$ cat config.mk
export PLATFORM = sky130hd
export DESIGN_NAME = layer_output_serializer_flat
export DESIGN_NICKNAME = d
export VERILOG_FILES = /design/src/rtl/layer_output_serializer_if.sv /design/src/rtl/layer_output_serializer.sv /design/src/flat_wrapper.sv
export SDC_FILE = /design/constraint.sdc
export NUM_CORES = 1
export LEC_CHECK = 0
export BUFFER_PORTS_ARGS = -buffer_cell sky130_fd_sc_hd__buf_2
export CAP_MARGIN = 40
export CORE_MARGIN = 2
export CORE_UTILIZATION = 40
export CTS_CLUSTER_DIAMETER = 40
export DETAILED_ROUTE_END_ITERATION = 10
export GPL_TIMING_DRIVEN = 0
export PLACE_DENSITY_LB_ADDON = 0.05
export SYNTH_ARGS = -nofsm -noshare
export SYNTH_HDL_FRONTEND = slang
export SYNTH_SLANG_ARGS = --single-unit
$ cat constraint.sdc
create_clock -name CLK -period 3.25 [get_ports CLK]
set_input_delay 0.1625 -clock CLK [delete_from_list [all_inputs] [get_ports CLK]]
set_output_delay 0.1625 -clock CLK [all_outputs]
set_load 0.01 [all_outputs]
$ cat src/rtl/layer_output_serializer_if.sv
// Bundle between a fully-connected layer, its output serializer and the next stage.
// master = upstream layer / testbench side, slave = serializer side.
interface layer_output_serializer_if #(
  parameter int NN        = 10,
  parameter int dataWidth = 16
);
  logic [NN-1:0]           i_valid;
  logic [NN*dataWidth-1:0] i_data;
  logic                    o_valid;
  logic [dataWidth-1:0]    o_data;
  logic                    o_last;
  logic                    o_busy;
  logic                    o_overrun;
  logic                    o_mismatch;

  modport master (
    output i_valid, i_data,
    input  o_valid, o_data, o_last, o_busy, o_overrun, o_mismatch
  );

  modport slave (
    input  i_valid, i_data,
    output o_valid, o_data, o_last, o_busy, o_overrun, o_mismatch
  );
endinterface

$ cat src/rtl/layer_output_serializer.sv
// Captures NN parallel neuron outputs on a strobe and replays them as a
// one-element-per-clock (valid, data, last) stream. Neurons cannot be
// stalled, so a strobe arriving mid-stream is dropped and flagged instead.
module layer_output_serializer #(
  parameter int NN        = 10,
  parameter int dataWidth = 16
) (
  input  logic                     CLK,
  input  logic                     RESET,
  layer_output_serializer_if.slave bus
);

  localparam int            IW       = (NN > 1) ? $clog2(NN) : 1;
  localparam logic [IW-1:0] LAST_IDX = IW'(NN - 1);

  typedef enum logic {IDLE, SEND} state_t;

  // Unpack the flat neuron bus into one element per neuron.
  logic [dataWidth-1:0] in_elem [NN];
  genvar gi;
  generate
    for (gi = 0; gi < NN; gi++) begin : g_unpack
      assign in_elem[gi] = bus.i_data[gi*dataWidth +: dataWidth];
    end
  endgenerate

  state_t               state_q, state_d;
  logic [IW-1:0]        idx_q, idx_d;
  logic [dataWidth-1:0] buf_q [NN];
  logic [dataWidth-1:0] buf_d [NN];
  logic                 o_valid_q, o_valid_d;
  logic [dataWidth-1:0] o_data_q, o_data_d;
  logic                 o_last_q, o_last_d;
  logic                 overrun_q, overrun_d;
  logic                 mismatch_q, mismatch_d;

  logic          cap;
  logic          bad_valid;
  logic          at_last;
  logic          load;
  logic [IW-1:0] idx_inc;

  // Only neuron 0's valid decides capture; any disagreement among neurons is flagged.
  assign cap       = bus.i_valid[0];
  assign bad_valid = (bus.i_valid != '0) && (bus.i_valid != '1);
  assign at_last   = (idx_q == LAST_IDX);
  // A strobe is taken when idle or exactly while the final element is on the output.
  assign load      = cap && ((state_q == IDLE) || at_last);
  assign idx_inc   = idx_q + 1'b1;

  // Next-state: idx_q always names the element currently on the output, so the
  // next element is fetched from the buffer one cycle ahead into the output flop.
  always_comb begin
    state_d    = state_q;
    idx_d      = idx_q;
    buf_d      = buf_q;
    o_valid_d  = o_valid_q;
    o_data_d   = o_data_q;
    o_last_d   = o_last_q;
    overrun_d  = overrun_q;
    mismatch_d = mismatch_q | bad_valid;

    if (load) begin
      buf_d     = in_elem;
      idx_d     = '0;
      state_d   = SEND;
      o_valid_d = 1'b1;
      o_data_d  = in_elem[0];
      o_last_d  = 1'b0;  // NN >= 2, so element 0 is never the last
    end else if (state_q == SEND) begin
      if (at_last) begin
        state_d   = IDLE;
        idx_d     = '0;
        o_valid_d = 1'b0;
        o_data_d  = '0;
        o_last_d  = 1'b0;
      end else begin
        if (cap) begin
          overrun_d = 1'b1;
        end
        idx_d    = idx_inc;
        o_data_d = buf_q[idx_inc];
        o_last_d = (idx_inc == LAST_IDX);
      end
    end
  end

  // State and output registers; reset wins over any capture in the same cycle.
  always_ff @(posedge CLK) begin
    if (RESET) begin
      state_q    <= IDLE;
      idx_q      <= '0;
      o_valid_q  <= 1'b0;
      o_data_q   <= '0;
      o_last_q   <= 1'b0;
      overrun_q  <= 1'b0;
      mismatch_q <= 1'b0;
      for (int i = 0; i < NN; i++) begin
        buf_q[i] <= '0;
      end
    end else begin
      state_q    <= state_d;
      idx_q      <= idx_d;
      buf_q      <= buf_d;
      o_valid_q  <= o_valid_d;
      o_data_q   <= o_data_d;
      o_last_q   <= o_last_d;
      overrun_q  <= overrun_d;
      mismatch_q <= mismatch_d;
    end
  end

  assign bus.o_valid    = o_valid_q;
  assign bus.o_data     = o_data_q;
  assign bus.o_last     = o_last_q;
  assign bus.o_busy     = (state_q == SEND);
  assign bus.o_overrun  = overrun_q;
  assign bus.o_mismatch = mismatch_q;

endmodule

$ cat src/flat_wrapper.sv
// flat-port wrapper written by rule: the top's interface ports become plain ports
module layer_output_serializer_flat 
#(
  parameter int NN        = 10,
  parameter int dataWidth = 16
)
  (CLK, RESET, bus_i_valid, bus_i_data, bus_o_valid, bus_o_data, bus_o_last, bus_o_busy, bus_o_overrun, bus_o_mismatch);
  layer_output_serializer_if #(.NN(NN), .dataWidth(dataWidth)) bus_i ();
  input  logic CLK;
  input  logic RESET;
  input wire logic [$bits(bus_i.i_valid)-1:0] bus_i_valid;
  input wire logic [$bits(bus_i.i_data)-1:0] bus_i_data;
  output wire logic [$bits(bus_i.o_valid)-1:0] bus_o_valid;
  output wire logic [$bits(bus_i.o_data)-1:0] bus_o_data;
  output wire logic [$bits(bus_i.o_last)-1:0] bus_o_last;
  output wire logic [$bits(bus_i.o_busy)-1:0] bus_o_busy;
  output wire logic [$bits(bus_i.o_overrun)-1:0] bus_o_overrun;
  output wire logic [$bits(bus_i.o_mismatch)-1:0] bus_o_mismatch;
  assign bus_i.i_valid = bus_i_valid;
  assign bus_i.i_data = bus_i_data;
  assign bus_o_valid = bus_i.o_valid;
  assign bus_o_data = bus_i.o_data;
  assign bus_o_last = bus_i.o_last;
  assign bus_o_busy = bus_i.o_busy;
  assign bus_o_overrun = bus_i.o_overrun;
  assign bus_o_mismatch = bus_i.o_mismatch;
  layer_output_serializer #(.NN(NN), .dataWidth(dataWidth)) u_core (.CLK(CLK), .RESET(RESET), .bus(bus_i));
endmodule
==> flow_metrics.py, run 1 <==
metrics = {
    "outcome": {
        "outcome": "complete, but fails checks",
        "violations": "negative hold slack",
    },
    "clock_tree": {
        "h-tree-depth": 4,
        "cts_max_path_buffers": 2,
        "cts_buffers": 17,
        "clk_pin_slew_ps": 70,
        "cts_tree": "built",
        "cts_sinks": 185,
        "post_cts_buffers": 0,
        "clock_latency_ps": 440,
        "cts_root_buf": "clkbuf_16",
    },
    "hold_path": {
        "hold_start": "bus_i_data[98]",
        "holdPathStages": 3,
        "hold_class": "in2reg",
        "holdPathEnd": "u_core.buf_q[50]",
    },
    "floorplanning": {
        "rows": 52,
        "dieArea_um2": 21840,
        "pin_count": 193,
        "core_area_um2": 20230,
        "die_w_um": 147.8,
        "die_h_um": 147.8,
        "start_util_pct": 40.87,
    },
    "global_routing": {
        "grt_util_met2_pct": 42.53,
        "grt_usage_pct": 26.24,
        "use_met1_pct": 35.08,
        "grt_pass1_wl_mm": 43.61,
        "antenna_found_initial": 0,
        "grt_overflow": 0,
        "grt_pass1_vias": 8141,
        "grt_busiest_layer": "met2",
        "grt_use_met3_pct": 4.198,
        "grt_max_degree": 19,
    },
    "yosys": {
        "synth_edf_count": 0,
        "synth_seq_cells": 185,
        "synth_area_leaders": "dfxtp_1, nand2_1, a21oi_1, mux4_2, buf_2",
        "synth_top_area_share_pct": 44.78,
        "synthCells": 990,
        "synthArstFlopShare_pct": 0,
        "synth_cell_types": 43,
        "seq_area_frac_synth_pct": 44.78,
        "synthesis.area_um2": 8270,
        "synth.avg_cell_area_um2": 8.354,
        "synthTopCellsByCount": "nand2_1, dfxtp_1, a21oi_1",
        "synth_top_cell_by_area": "dfxtp_1",
        "ys.flop_type": "dfxtp_1",
        "ys_warn_count": 0,
        "syn_nets": 1165,
        "synth_most_common_cell": "nand2_1",
    },
    "placement": {
        "place.gp.congestion": 0.8581,
        "io_buffers": 191,
        "dp_cells": 1451,
        "place_area_um2": 9564,
        "hpwl_mm": 20.63,
    },
    "critical_path": {
        "required_ps": 3550,
        "start_kind": "flop",
        "cpMostUsedCell": "buf_2",
        "slowest_stage": "mux4_2",
        "ff2ff_path_depth": 7,
        "critPathMaxStageDelay_ps": 620,
        "rr_startpoint": "u_core.idx_q[0]",
        "worst_r2r_endpoint": "u_core.bus.o_data[1]",
        "crit_fanout": 18,
        "crit_path_cell_trace": "buf_2 > inv_1 > ha_1 > buf_2 > mux4_2 > a2bb2oi_1 > o32ai_1",
        "worstSetupPathType": "reg2reg",
        "worstPathArrival_ps": 3090,
        "rrSetupSlack_ps": 460,
        "end_kind": "flop",
    },
    "timing": {
        "period_needed_ps": 2788,
        "tns_ps": 0,
        "fin_crit_sh_pct": 85.78,
        "max_clock_freq_mhz": 358.7,
        "slew-limit-headroom_pct": 49.70,
        "fin_worst_skew_ps": 10.85,
        "final-setup-viol-count": 0,
        "hold_ws_ps": -4.779,
        "tightest_slew_ps": 754.6,
        "hold_viol": 1,
        "rsz0062_at_grt": "no",
        "slew_violations": 0,
    },
    "final_layout": {
        "area_growth_pct": 41.32,
        "drive_gt1_share_pct": 22.82,
        "n_antenna_cell": 0,
        "num-fill-cells": 1878,
        "fin_area_um2": 11690,
        "multi_input_area_um2": 4050,
        "layout.nets": 1529,
        "regArea_um2": 3704,
        "fin_cells": 1637,
    },
    "power_and_ir_drop": {
        "peakVddDrop_v": 0.0003425,
        "power_density_nw_per_um2": 466.3,
        "leakage_nw": 4.740,
    },
    "drt": {
        "drc": 0,
        "via_per_inst": 5.057,
        "ant_nets": 0,
        "wl_per_cell_um": 17.40,
        "initialDrtViolationCount": 342,
        "vias": 8279,
        "wirelength_mm": 28.48,
        "drt_pass1_iterations": 5,
    },
    "run": {
        "max-cap-violations": 0,
    },
}
how the worst max path moves through the flow:
stage | startpoint | endpoint | slack, ps | cells past startpoint
finish | u_core.idx_q[0] | u_core.bus.o_data[1] | 460 | 7
global route | u_core.idx_q[0] | u_core.bus.o_data[1] | 310 | 7
CTS | u_core.idx_q[0] | u_core.bus.o_data[1] | 170 | 8
detailed placement | u_core.idx_q[0] | u_core.bus.o_data[1] | 170 | 8
global placement | u_core.idx_q[0] | u_core.bus.o_data[1] | 170 | 8
floorplan | u_core.idx_q[0] | u_core.bus.o_data[3] | 800 | 9
flip-flops by register name, summed over array words and instances, names as in the netlist:
signal,flops
u_core.bus.o_valid,1
u_core.bus.o_data,16
u_core.bus.o_last,1
u_core.bus.o_mismatch,1
u_core.bus.o_overrun,1
u_core.bus.o_busy,1
u_core.idx_q,4
u_core.buf_q,160
critical path, delay by kind of cell, from the launching register on:
kind,cells,cell delay (ps)
adder cells (fa/ha/maj),1,390
flip-flops,1,360
buffers and inverters,3,880
AO/OA/AOI/OAI,2,410
multiplexers,1,620
report_power, final:
group          internal (mW)  switching, mW
combinational          0.461          0.488
sequential              2.40         0.0832
clock                   1.04          0.978
metrics by stage:
stage / setup WS (ps) / power, mW / utilization (%)
after floorplan: 795.9 / 3.000 / -
after global placement: 165.1 / 3.330 / 47.27
after detailed placement: 170.1 / 3.338 / 47.27
after CTS: 171.2 / 5.481 / 57.78
after global routing: 313.5 / 5.690 / 57.76
final: 462.1 / 5.449 / 57.76
cell families after synthesis:
logic type	synth area share (%)
AND/OR/NAND/NOR	21.65
AO/OA/AOI/OAI	16.22
flip-flops	44.78
buffers and inverters	6.248
multiplexers	10.65
adder cells (fa/ha/maj)	0.4539
cells in the final DEF (no fill, tap or decap), types with 17 or more instances in the layout:
| master | instances |
|---|---|
| a21oi_1 | 163 |
| buf_2 | 226 |
| clkbuf_1 | 35 |
| clkbuf_16 | 17 |
| dfxtp_1 | 185 |
| dlygate4sd3_1 | 155 |
| inv_1 | 19 |
| mux4_2 | 32 |
| nand2_1 | 328 |
| nand2b_1 | 19 |
| nor2_1 | 28 |
repair_timing:
item                                    in CTS  in global routing
resized for setup                            0                  0
hold endpoints to repair                   155                  0
endpoints found under the setup margin       0                  1
hold buffers                               155                  0
final cells by class:
type / instances / area share [%]
Tap cell: 270 / 2.890
Clock buffer: 19 / 3.790
Buffer: 83 / 3.779
Sequential cell: 185 / 31.69
Timing Repair Buffer: 346 / 21.45
Clock inverter: 13 / 1.135
Inverter: 19 / 0.6102
Multi-Input combinational cell: 702 / 34.65
layer usage:
layer / share of wire (%) / wire length, um
met5: 0 / 0
met4: 3.1 / 886
met3: 5.8 / 1646
met2: 46 / 13100
met1: 45 / 12850
No activity file was read; power rests on OpenSTA's default activity.
==> inputs of run 2 (changes only) <==
ABC_AREA = 1   (was not set)
==> flow_metrics.py, run 2 <==
metrics = {
    "clock_tree": {
        "cts_buffers": 17,
        "cts_max_path_buffers": 2,
        "post_cts_buffers": 0,
        "h-tree-depth": 4,
        "cts_tree": "built",
        "clk_pin_slew_ps": 70,
        "cts_root_buf": "clkbuf_16",
        "cts_sinks": 185,
        "clock_latency_ps": 430,
    },
    "timing": {
        "setup_ws_ps": 233.6,
        "final-setup-viol-count": 0,
        "tns_ps": 0,
        "tightest_slew_ps": 786.1,
        "hold_viol": 0,
        "slew-limit-headroom_pct": 47.59,
        "max_clock_freq_mhz": 331.5,
        "fin_crit_sh_pct": 92.81,
        "fin_worst_skew_ps": 5.409,
        "period_needed_ps": 3016,
        "rsz0062_at_grt": "no",
        "slew_violations": 0,
    },
    "final_layout": {
        "fin_cells": 1745,
        "regMostFlops": "u_core.buf_q",
        "area_growth_pct": 27.96,
        "final_common_cell": "buf_2",
        "largest_reg_flops": 160,
        "drive_gt1_share_pct": 18.58,
        "n_antenna_cell": 0,
        "layout.nets": 1637,
        "num-fill-cells": 2141,
        "mostFrequentLayoutCells": "buf_2, nand2_1, dfxtp_1",
    },
    "critical_path": {
        "start_kind": "flop",
        "required_ps": 3620,
        "ff2ff_path_depth": 12,
        "worst_r2r_endpoint": "u_core.bus.o_data[8]",
        "worstPathArrival_ps": 3390,
        "rrSetupSlack_ps": 230,
        "worstSetupPathType": "reg2reg",
        "rr_startpoint": "u_core.idx_q[0]",
        "crit_fanout": 10,
        "end_kind": "flop",
    },
    "global_routing": {
        "grt_pass1_wl_mm": 43.95,
        "antenna_found_initial": 0,
        "grt_max_degree": 17,
        "grt_usage_pct": 26.14,
        "grt_pass1_vias": 8198,
        "grt_overflow": 0,
    },
    "yosys": {
        "synthesis.area_um2": 8318,
        "synth_edf_count": 0,
        "synth_cell_types": 28,
        "synthCells": 1208,
        "synthArstFlopShare_pct": 0,
        "seq_area_frac_synth_pct": 44.52,
        "syn_nets": 1383,
        "synthTopCellsByCount": "nand2_1, dfxtp_1, inv_1",
        "synth_seq_cells": 185,
        "ys_warn_count": 0,
        "synth_top_area_share_pct": 44.52,
        "synth.avg_cell_area_um2": 6.886,
        "synth_top_cell_by_area": "dfxtp_1",
        "synth_most_common_cell": "nand2_1",
        "synth_area_leaders": "dfxtp_1, nand2_1, a21oi_1, o21ai_0, nand3_1",
        "ys.flop_type": "dfxtp_1",
    },
    "floorplanning": {
        "start_util_pct": 40.98,
        "dieArea_um2": 21960,
        "die_h_um": 148.2,
        "die_w_um": 148.2,
        "pin_count": 193,
        "rows": 52,
        "core_area_um2": 20300,
    },
    "hold_path": {
        "hold_class": "in2reg",
        "holdPathStages": 3,
        "hold_start": "bus_i_data[44]",
        "holdPathEnd": "u_core.buf_q[124]",
    },
    "drt": {
        "wl_per_cell_um": 16.30,
        "via_per_inst": 4.935,
        "vias": 8612,
        "ant_nets": 0,
        "wirelength_mm": 28.44,
        "initialDrtViolationCount": 487,
        "drc": 0,
        "drt_pass1_iterations": 5,
    },
    "power_and_ir_drop": {
        "leakage_nw": 4.866,
        "peakVddDrop_v": 0.0003587,
        "power_density_nw_per_um2": 526.9,
    },
    "placement": {
        "hpwl_mm": 21.82,
        "pre_cts_ws_ps": 231.9,
        "place.gp.congestion": 0.9238,
        "dp_cells": 1670,
        "io_buffers": 192,
    },
    "outcome": {
        "outcome": "completed",
    },
    "run": {
        "max-cap-violations": 0,
    },
}
[run 2: cell types whose count changed after synthesis, sizes merged, moves of 28 or more]
cell / before / now
o21ai: 4 / 160
inv: 19 / 151
nand2: 329 / 204
nand3: 2 / 115
nor2: 28 / 121
mux4: 32 / 0
a21oi: 163 / 135
[run 2: logic make-up after synthesis]
group	after synthesis	synth area share, %
AND/OR/NAND/NOR	445	22.26
AO/OA/AOI/OAI	329	20.58
buffers and inverters	242	11.58
flip-flops	185	44.52
XOR/XNOR	4	0.6018
adder cells (fa/ha/maj)	3	0.4513
[run 2: per-layer routing]
metal / global-route usage (%) / wire (um) / part of all wire, % / vias up
li1: - / - / - / 4417
met1: 35.21 / 12760 / 45 / 3891
met2: 43.15 / 13160 / 46 / 267
met3: 4.141 / 1857 / 6.5 / 37
met4: 8.286 / 662 / 2.3 / 0
met5: 0 / 0 / 0 / -
[run 2: layout make-up]
class,instances,area [um^2],area share [%]
buffer,90,395.4,3.715
tap,270,337.8,3.174
inverter,152,570.5,5.360
multi-input combinational,781,3651,34.30
clock buffer,20,456.7,4.291
timing repair buffer,235,1391,13.07
clock inverter,12,137.6,1.293
sequential,185,3704,34.79
[run 2: how the worst max path moves through the flow]
stage / startpoint / endpoint / slack (ps) / cells past startpoint
floorplan: u_core.idx_q[0] / u_core.bus.o_data[2] / 1220 / 12
global placement: u_core.idx_q[0] / u_core.bus.o_data[9] / 260 / 12
detailed placement: u_core.idx_q[0] / u_core.bus.o_data[9] / 230 / 12
CTS: u_core.idx_q[0] / u_core.bus.o_data[9] / 190 / 12
global route: u_core.idx_q[0] / u_core.bus.o_data[7] / 60 / 12
finish: u_core.idx_q[0] / u_core.bus.o_data[8] / 230 / 12
[run 2: power breakdown]
group	total (mW)	leakage (nW)	switching, mW	internal [mW]
clock network	2.11	0.288	0.927	1.18
registers	2.51	1.53	0.0653	2.44
logic	0.987	3.05	0.625	0.362
[run 2: critical path, cell delays in order, from the launching register on]
cell and delay [ps]:
dfxtp_1 330, buf_2 200, inv_2 140, clkbuf_1 410, ha_1 400, inv_1 210, clkbuf_1 400, nand3_1 200
nand3_1 200, nand3_1 180, nand2_1 110, nand2_1 60, a21oi_1 110
[run 2: metrics by stage]
stage          hold WS, ps  power, mW  cell area (um^2)  utilization [%]
2_1_floorplan        297.4      3.107              8318                -
3_3_place_gp         384.0      3.481              9617            47.37
3_5_place_dp         389.4      3.492              9617            47.37
4_1_cts              1.527      5.623             10630            52.37
5_1_grt              7.865      5.864             10640            52.43
6_report             5.863      5.608             10640            52.43
[run 2: what timing repair did]
item                                    4_1_cts  5_1_grt
resized for setup                             0        4
hold buffers                                 42        1
endpoints found under the hold margin        42        1
endpoints found under the setup margin        0        3
